[config.mk]
export PLATFORM = sky130hd
export DESIGN_NAME = event_chunk_gate
export DESIGN_NICKNAME = d
export VERILOG_FILES = /design/src/rtl/event_gate_pkg.sv /design/src/rtl/event_gate_stage_fifo.sv /design/src/rtl/event_chunk_gate.sv
export SDC_FILE = /design/constraint.sdc
export NUM_CORES = 1
export LEC_CHECK = 0
export ABC_AREA = 0
export CORE_AREA = 2 2 219 200
export CTS_CLUSTER_SIZE = 30
export DETAILED_ROUTE_END_ITERATION = 6
export DIE_AREA = 0 0 221 202
export DONT_BUFFER_PORTS = 1
export PLACE_DENSITY = 0.54
export SLEW_MARGIN = 20
export SYNTH_ARGS = -nofsm -noshare
export SYNTH_HDL_FRONTEND = slang
export SYNTH_HIERARCHICAL = 1
export SYNTH_SLANG_ARGS = --single-unit
[constraint.sdc]
create_clock -name clk -period 3.51 [get_ports clk]
set_input_delay 0.702 -clock clk [delete_from_list [all_inputs] [get_ports clk]]
set_output_delay 0.702 -clock clk [all_outputs]
set_load 0.02 [all_outputs]
[src/rtl/event_gate_pkg.sv]
// rtl/event_gate_pkg.sv - shared states, SURF sizing constants and config check for the chunk gate
package event_gate_pkg;

   localparam int SURF_CHUNK_WORDS = 384;
   localparam int EXPAND_GROUP     = 3;

   typedef enum logic [1:0] {
      IDLE       = 2'd0,
      WAIT_SPACE = 2'd1,
      XFER       = 2'd2
   } gate_state_e;

   function automatic bit chunk_fits_groups(input int chunk_words, input int group_words);
      return (group_words > 0) && ((chunk_words % group_words) == 0);
   endfunction

endpackage

[src/rtl/event_gate_stage_fifo.sv]
// rtl/event_gate_stage_fifo.sv - shift-register staging FIFO with occupancy count
module event_gate_stage_fifo #(
   parameter int DEPTH = 4,
   parameter int WIDTH = 65,
   localparam int CNT_W = $clog2(DEPTH + 1),
   localparam int IDX_W = (DEPTH > 1) ? $clog2(DEPTH) : 1
) (
   input  logic             clk,
   input  logic             rst_n,
   input  logic             push_i,
   input  logic [WIDTH-1:0] push_data_i,
   input  logic             pop_i,
   output logic [WIDTH-1:0] head_o,
   output logic [CNT_W-1:0] count_o,
   output logic             ready_o
);

   logic [WIDTH-1:0] mem_q [DEPTH];
   logic [WIDTH-1:0] mem_d [DEPTH];
   logic [CNT_W-1:0] count_q, count_d;
   logic             push_ok, pop_ok;
   logic [IDX_W-1:0] wr_idx;

   assign ready_o = (count_q < CNT_W'(DEPTH));
   assign push_ok = push_i && ready_o;
   assign pop_ok  = pop_i && (count_q != '0);
   assign head_o  = mem_q[0];
   assign count_o = count_q;

   // On a simultaneous pop the write slot moves down with the shift.
   assign wr_idx = IDX_W'(pop_ok ? (count_q - CNT_W'(1)) : count_q);

   always_comb begin
      mem_d   = mem_q;
      count_d = count_q + CNT_W'(push_ok) - CNT_W'(pop_ok);
      if (pop_ok) begin
         for (int i = 0; i < DEPTH - 1; i++) begin
            mem_d[i] = mem_q[i+1];
         end
         mem_d[DEPTH-1] = '0;
      end
      if (push_ok) begin
         mem_d[wr_idx] = push_data_i;
      end
   end

   always_ff @(posedge clk) begin
      if (!rst_n) begin
         count_q <= '0;
         mem_q   <= '{default: '0};
      end else begin
         count_q <= count_d;
         mem_q   <= mem_d;
      end
   end

endmodule

[src/rtl/event_chunk_gate.sv]
// rtl/event_chunk_gate.sv - releases SURF event words chunk by chunk in contiguous groups
module event_chunk_gate
   import event_gate_pkg::*;
#(
   parameter int CHUNK_WORDS      = SURF_CHUNK_WORDS,
   parameter int CHUNKS_PER_EVENT = 4,
   parameter int GROUP_WORDS      = EXPAND_GROUP,
   parameter int BUF_DEPTH        = 4
) (
   input  logic        clk,
   input  logic        rst_n,
   input  logic [63:0] s_axis_tdata,
   input  logic        s_axis_tvalid,
   input  logic        s_axis_tlast,
   output logic        s_axis_tready,
   input  logic        space_avail_i,
   output logic [63:0] payload_o,
   output logic        payload_valid_o,
   output logic        payload_last_o,
   output logic        chunk_done_o,
   output logic        event_done_o,
   output logic        busy_o,
   output logic        err_len_o
);

   localparam int CW_W  = $clog2(CHUNK_WORDS);
   localparam int CK_W  = (CHUNKS_PER_EVENT > 1) ? $clog2(CHUNKS_PER_EVENT) : 1;
   localparam int GC_W  = $clog2(GROUP_WORDS + 1);
   localparam int CNT_W = $clog2(BUF_DEPTH + 1);

   if (!chunk_fits_groups(CHUNK_WORDS, GROUP_WORDS) || (BUF_DEPTH < GROUP_WORDS + 1)) begin : g_bad_cfg
      $error("event_chunk_gate: CHUNK_WORDS must be a multiple of GROUP_WORDS and BUF_DEPTH >= GROUP_WORDS+1");
   end

   gate_state_e      state_q, state_d;
   logic [CW_W-1:0]  cw_q, cw_d;
   logic [CK_W-1:0]  ck_q, ck_d;
   logic [GC_W-1:0]  grp_left_q, grp_left_d;
   logic [64:0]      head;
   logic [CNT_W-1:0] count;
   logic             fifo_ready, pop, chunk_end, event_end;
   logic [63:0]      payload_q;
   logic             valid_q, last_q, chunk_q, err_q;

   event_gate_stage_fifo #(.DEPTH(BUF_DEPTH), .WIDTH(65)) u_stage (
      .clk         (clk),
      .rst_n       (rst_n),
      .push_i      (s_axis_tvalid && s_axis_tready),
      .push_data_i ({s_axis_tlast, s_axis_tdata}),
      .pop_i       (pop),
      .head_o      (head),
      .count_o     (count),
      .ready_o     (fifo_ready)
   );

   assign s_axis_tready = rst_n && fifo_ready;

   // A group only opens with all of its words already staged, so it never stalls midway.
   assign pop       = (state_q == XFER) && ((grp_left_q != '0) || (count >= CNT_W'(GROUP_WORDS)));
   assign chunk_end = (cw_q == CW_W'(CHUNK_WORDS - 1));
   assign event_end = chunk_end && (ck_q == CK_W'(CHUNKS_PER_EVENT - 1));

   always_comb begin
      state_d    = state_q;
      cw_d       = cw_q;
      ck_d       = ck_q;
      grp_left_d = grp_left_q;
      case (state_q)
         IDLE: state_d = WAIT_SPACE;
         WAIT_SPACE: begin
            if (space_avail_i) begin
               state_d = XFER;
               cw_d    = '0;
            end
         end
         XFER: begin
            if (pop) begin
               grp_left_d = (grp_left_q != '0) ? (grp_left_q - GC_W'(1)) : GC_W'(GROUP_WORDS - 1);
               if (chunk_end) begin
                  cw_d    = '0;
                  state_d = WAIT_SPACE;
                  ck_d    = ((CHUNKS_PER_EVENT == 1) || (ck_q == CK_W'(CHUNKS_PER_EVENT - 1)))
                            ? '0 : (ck_q + CK_W'(1));
               end else begin
                  cw_d = cw_q + CW_W'(1);
               end
            end
         end
         default: state_d = IDLE;
      endcase
   end

   always_ff @(posedge clk) begin
      if (!rst_n) begin
         state_q    <= IDLE;
         cw_q       <= '0;
         ck_q       <= '0;
         grp_left_q <= '0;
         payload_q  <= '0;
         valid_q    <= 1'b0;
         last_q     <= 1'b0;
         chunk_q    <= 1'b0;
         err_q      <= 1'b0;
      end else begin
         state_q    <= state_d;
         cw_q       <= cw_d;
         ck_q       <= ck_d;
         grp_left_q <= grp_left_d;
         valid_q    <= pop;
         last_q     <= pop && event_end;
         chunk_q    <= pop && chunk_end;
         if (pop) begin
            payload_q <= head[63:0];
         end
         // Source framing is only checked; the counters always define the event boundary.
         if (pop && (head[64] != event_end)) begin
            err_q <= 1'b1;
         end
      end
   end

   assign payload_o       = payload_q;
   assign payload_valid_o = valid_q;
   assign payload_last_o  = last_q;
   assign event_done_o    = last_q;
   assign chunk_done_o    = chunk_q;
   assign busy_o          = (state_q != IDLE);
   assign err_len_o       = err_q;

endmodule

* After elaboration in Yosys (flattened, before gate mapping)
Cells that the tools add are included.
Word-level totals: bits in registers 346, output and inout port bits 71, bits of input ports 69, word-level logic and storage cells 69
Cells by class: reduce and logical (&&, ||, !) cells 20, multiplexer cells 16, eq/ne operators 8, magnitude comparators 4, add/sub/neg operators 6, bitwise operators 1
Operators with widths (number):
- $mux 260 | 2
- $bwmux 260 | 1
- $demux 65 s2 | 1
- $mux 65 | 1
- $mux 9 | 3
- $pmux 9 s2 | 1
- $mux 2 | 6
- $logic_and 1x1->1 | 10
- $add 9x1->9 const B | 1
- $eq 9x9->1 const B | 1
- $reduce_and 3->1 | 3
- $ne 2x2->1 const B | 3
- $pmux 2 s3 | 1
- $reduce_bool 2->1 | 3
- $eq 2x2->1 const B | 2
- $sub 2x1->2 const B | 2
- $add 3x1->3 | 1
- $ge 3x2->1 const B | 1
- $ge 3x3->1 const B | 1
- $lt 3x1->1 const B | 1
- $lt 3x3->1 const B | 1
- $not 2->3 | 1
- $reduce_bool 3->1 | 1
- $sub 3x1->3 | 1
- other kinds (6) | 6

* Depth between registers and ports, before layout
depth in word-level cells 12, gate-level depth with buffers 18, mapped depth without buffers 12

* By module
The synthesis kept the hierarchy.
Modules (own cells, without submodules):
- event_gate_stage_fifo | seq. area each 5265.0 um^2, area each 13444.1 um^2, instances 1, cells each 1460
- event_chunk_gate | seq. area each 1661.6 um^2, area each 3286.9 um^2, instances 1, cells each 386

* Worst setup path before layout
Ideal clock, no wire load.
path kind register -> register, from register grp_left_q[0], to register u_stage.count_q[2], in the netlist u_stage/count_o[2], data arrival time 3015 ps, setup slack 367 ps, library setup time 128 ps, cell stages (with the launch flop) 19, required time 3382 ps, cell sequence dfxtp_1 > inv_1 > ha_1 > a31o_2 > buf_6 > inv_2 > buf_6 > buf_4 > buf_2 > buf_2 > nand2_1 > buf_4 > nand2_1 > nand2_1 > ha_1 > fa_1 > xnor2_1 > xnor2_1 > nor2_1
On the way: cells in the longest elaborated chain, start to end 5
Ends and longest elaborated chain:
- from (decl) | RTL line event_chunk_gate.sv:38 | logic [GC_W-1:0] grp_left_q, grp_left_d;
- from (signal assigned) | RTL line event_chunk_gate.sv:108 | grp_left_q <= grp_left_d;
- $reduce_bool 2->1 | RTL line event_chunk_gate.sv:59 | assign pop = (state_q == XFER) && ((grp_left_q != '0) || (count >= CNT_W'(GROUP_WORDS)));
- $logic_or 1x1->1 | RTL line event_chunk_gate.sv:59
- $logic_and 1x1->1 | RTL line event_chunk_gate.sv:59
- net pop | RTL line event_chunk_gate.sv:41 | logic fifo_ready, pop, chunk_end, event_end;
- $logic_and 1x1->1 | RTL line event_gate_stage_fifo.sv:26 | assign pop_ok = pop_i && (count_q != '0);
- $sub 3x1->3 | RTL line event_gate_stage_fifo.sv:35 | count_d = count_q + CNT_W'(push_ok) - CNT_W'(pop_ok);
- to (signal assigned) | RTL line event_gate_stage_fifo.sv:52 | count_q <= count_d;
- to (decl) | RTL line event_gate_stage_fifo.sv:20 | logic [CNT_W-1:0] count_q, count_d;
The timed path passes the listed nets, and every way through them passes these cells. A chain may end at the register's enable or synchronous reset.

* Worst setup path in the final report
from register u_stage.count_q[1], in the netlist u_stage/count_o[1], to register u_stage/mem_q[63] (netlist name)
On the way: cells in the longest elaborated chain, start to end 12, elaborated cells on any way between the ends 20, those cells by class add/sub (1); order compare (4); mux (6); bitwise (1); reduce/logical (8)
Ends and longest elaborated chain:
- $ge 3x2->1 | RTL line event_chunk_gate.sv:59
- $logic_or 1x1->1 | RTL line event_chunk_gate.sv:59
- $logic_and 1x1->1 | RTL line event_chunk_gate.sv:59
- $logic_and 1x1->1 | RTL line event_gate_stage_fifo.sv:26
- $mux 2 | RTL line event_gate_stage_fifo.sv:31 | assign wr_idx = IDX_W'(pop_ok ? (count_q - CNT_W'(1)) : count_q);
- $not 2->3 (not written as such) | RTL line event_gate_stage_fifo.sv:43 | mem_d[wr_idx] = push_data_i;
- $ge 3x3->1 (not written as such) or $lt 3x1->1 (tied branches) | RTL line event_gate_stage_fifo.sv:43
- $logic_and 1x1->1 (not written as such) | RTL line event_gate_stage_fifo.sv:43
- $mux 65 (not written as such) | RTL line event_gate_stage_fifo.sv:43
- $demux 65 s2 | RTL line event_gate_stage_fifo.sv:43
- $bwmux 260 | RTL line event_gate_stage_fifo.sv:43
- $mux 260 * | RTL line event_gate_stage_fifo.sv:42 | if (push_ok) begin
- to (signal assigned) | RTL line event_gate_stage_fifo.sv:53 | mem_q <= mem_d;
- to (decl) | RTL line event_gate_stage_fifo.sv:18 | logic [WIDTH-1:0] mem_q [DEPTH];
Every way passes the cells marked *; elsewhere a longest branch is shown, timed or not.

==> impl_metrics.json <==
{
  "die_height_um": 202,
  "grt_remaining_overflow": 0,
  "synthArstFlopShare": 0,
  "worstPathMaxFanout": 103,
  "hold_end": "u_stage/mem_q[16]$_SDFF_PN0_",
  "stdcell_count": 2252,
  "cts-root-buf": "clkbuf_16",
  "r2r-start": "u_stage/count_o[1]$_SDFF_PN0_",
  "num_vias": 12345,
  "drc": 0,
  "cpMaxStageDelayCell": "buf_4",
  "dpl.cell_count": 2179,
  "antenna_left": 0,
  "place_hpwl_um": 22400,
  "hold_start": "s_axis_tdata[16]",
  "setup-violations-final": 0,
  "gp_congestion": 0.778,
  "cts_resized": 0,
  "htreeDepth": 2,
  "r2r_slack_ns": 0.76,
  "cpLargestDelayFamily": "compound AO/OA/AOI/OAI gates",
  "cts_tree": "yes",
  "critPathArrivalTime_ns": 3.17,
  "yosysTopAreaCellShare": 0.414,
  "synth.area.top_cells": "dfxtp_1, mux2i_1, a21boi_0",
  "fin_tns_setup_ns": 0,
  "clk_path_buf_depth": 3,
  "die_w_um": 221,
  "cp-start-kind": "register",
  "power_uw": 9070,
  "drt-total-wl_um": 41100,
  "clock-sinks": 346,
  "p_per_area_nw_per_um2": 513,
  "worst_slack_ns": 0.764,
  "areaGrowthSynthToFinish_pct": 5.78,
  "nets": 1743,
  "p_leak_uw": 0.00757,
  "syn_area_per_cell_um2": 9.06,
  "cap_violations": 0,
  "viasPerCell": 5.48,
  "synth_ff_type": "dfxtp_1",
  "critical_path_class": "reg -> reg",
  "drt_iter0_markers": 784,
  "firstDrtPassIters": 5,
  "nFillCells": 4169,
  "core-area_um2": 42400,
  "dieArea_um2": 44600,
  "grt_first_pass_wirelength_um": 65700,
  "reg2reg_to": "u_stage/mem_q[63]$_SDFF_PN0_",
  "layout_common_cells": "dfxtp_1, a21boi_0, nand2_1",
  "grt_max_degree": 333,
  "final_common_cell": "dfxtp_1",
  "hold-path-cell-count": 1,
  "status": "complete, no violations",
  "finalCritPeriodShare": 0.782,
  "drive_above_1_share": 0.0625,
  "max-vdd-ir-drop_mv": 0.359,
  "yosys.area.top_type": "dfxtp_1",
  "ys_types": 57,
  "cts_setup_buffers": 0,
  "finalCriticalPeriod_ns": 2.75,
  "routedWlPerCell_um": 18.3,
  "initial_core_util": 0.394,
  "yosysSeqAreaShare": 0.414,
  "synth_area_um2": 16700,
  "insertion_delay_ns": 0.55,
  "cts_buffers": 41,
  "ys_seq_elements": 346,
  "synth-edff-count": 0,
  "antennaDiodeCount": 0,
  "reg2reg_depth": 7,
  "hold_buffers": 0,
  "synth_nets": 1922,
  "yosysWarnings": 6,
  "fmax_ghz": 0.364,
  "path_clk_slew_ns": 0.06,
  "worst_pin_slew_ns": 1.23,
  "ios": 140,
  "crit_path_end_kind": "register",
  "min_path_type": "in -> reg",
  "first_global_vias": 11602,
  "synthCells": 1846,
  "antenna_found_initial": 0,
  "slew_headroom": 0.181,
  "grt_use_total": 0.178,
  "cp_slowest_stage_delay_ns": 0.68,
  "cp_cell_sequence": "inv_1, ha_1, nand2b_4, buf_4, a21oi_1, a32oi_1, o22ai_1",
  "path_buf_inv": 2,
  "hold_viol": 0,
  "rows": 72,
  "portBuffers": 0,
  "dpl_worst_slack_ns": 0.761,
  "final.setup_skew_ns": 0.00875,
  "critPathRequiredTime_ns": 3.94,
  "finalMaxSlewViolations": 0,
  "rsz0062_at_grt": "false"
}
-- metrics by stage --
stage / util / instance area [µm²] / hold WS (ns)
after CTS: 0.417 / 17700 / 0.239
final: 0.417 / 17700 / 0.282
after global routing: 0.417 / 17700 / 0.255
after floorplan: - / 16700 / 0.434
after global placement: 0.387 / 16400 / 0.446
after detailed placement: 0.387 / 16400 / 0.450
-- where the power goes --
group,internal (µW),total [µW],leakage [µW],switching [µW]
logic,255,882,0.00414,627
clock network,2420,4090,0.000639,1670
registers,4040,4100,0.00279,59.1
-- routing by layer --
layer	wire length, µm	global-route usage
met3	2130	0.0422
met2	17900	0.269
met4	1110	0.0650
met1	20000	0.247
met5	0	0
-- sequential cells by signal, indices dropped and copies added (netlist names) --
name / cells
payload_valid_o: 1
err_len_o: 1
state_q: 2
u_stage/head_o: 65
cw_q: 9
u_stage/count_o: 3
payload_o: 64
chunk_done_o: 1
u_stage/mem_q: 195
ck_q: 2
event_done_o: 1
grp_left_q: 2
-- cell type report --
cell class | count | area (µm²) | area share
Sequential cell | 346 | 6930 | 0.391
Multi-Input combinational cell | 1241 | 8450 | 0.477
Clock buffer | 62 | 1190 | 0.0675
Tap cell | 555 | 694 | 0.0392
Clock inverter | 11 | 87.6 | 0.00495
Inverter | 10 | 45.0 | 0.00255
Timing Repair Buffer | 27 | 303 | 0.0171
-- cells by family (layout without fill, tap and decap cells) --
logic type,count (synthesis),in the layout,synth area share
compound gates,577,577,0.237
simple gates,454,454,0.137
flops,346,346,0.414
buf+inv,259,110,0.0850
mux,195,195,0.117
xor+xnor,8,8,0.00419
fa+ha+maj,7,7,0.00568
-- Yosys cell counts, drive strengths merged, types with 4 or more instances --
library cell    n
a22o           53
xnor2           6
dfxtp         346
nand3          20
o21ai         191
a32oi          12
buf           120
a2bb2oi        12
o22ai          13
nand2         214
nor2            8
inv             9
and2            5
clkbuf        129
ha              6
mux2i         195
nor2b           4
a211oi         16
and3          187
a2111oi        12
a21boi        251
a21oi           8
-- worst max-delay path by stage --
stage,startpoint,endpoint,slack [ns],cells past startpoint
after floorplan,grp_left_q[0]$_SDFFE_PN0P_,u_stage/count_o[2]$_SDFF_PN0_,0.37,18
after CTS,u_stage/count_o[1]$_SDFF_PN0_,u_stage/mem_q[55]$_SDFF_PN0_,0.76,7
after detailed placement,u_stage/count_o[1]$_SDFF_PN0_,u_stage/mem_q[55]$_SDFF_PN0_,0.76,7
after global routing,u_stage/count_o[1]$_SDFF_PN0_,u_stage/mem_q[63]$_SDFF_PN0_,0.48,7
after global placement,u_stage/count_o[1]$_SDFF_PN0_,u_stage/mem_q[53]$_SDFF_PN0_,0.87,7
final,u_stage/count_o[1]$_SDFF_PN0_,u_stage/mem_q[63]$_SDFF_PN0_,0.76,7
Power figures use the tool's default switching activity.
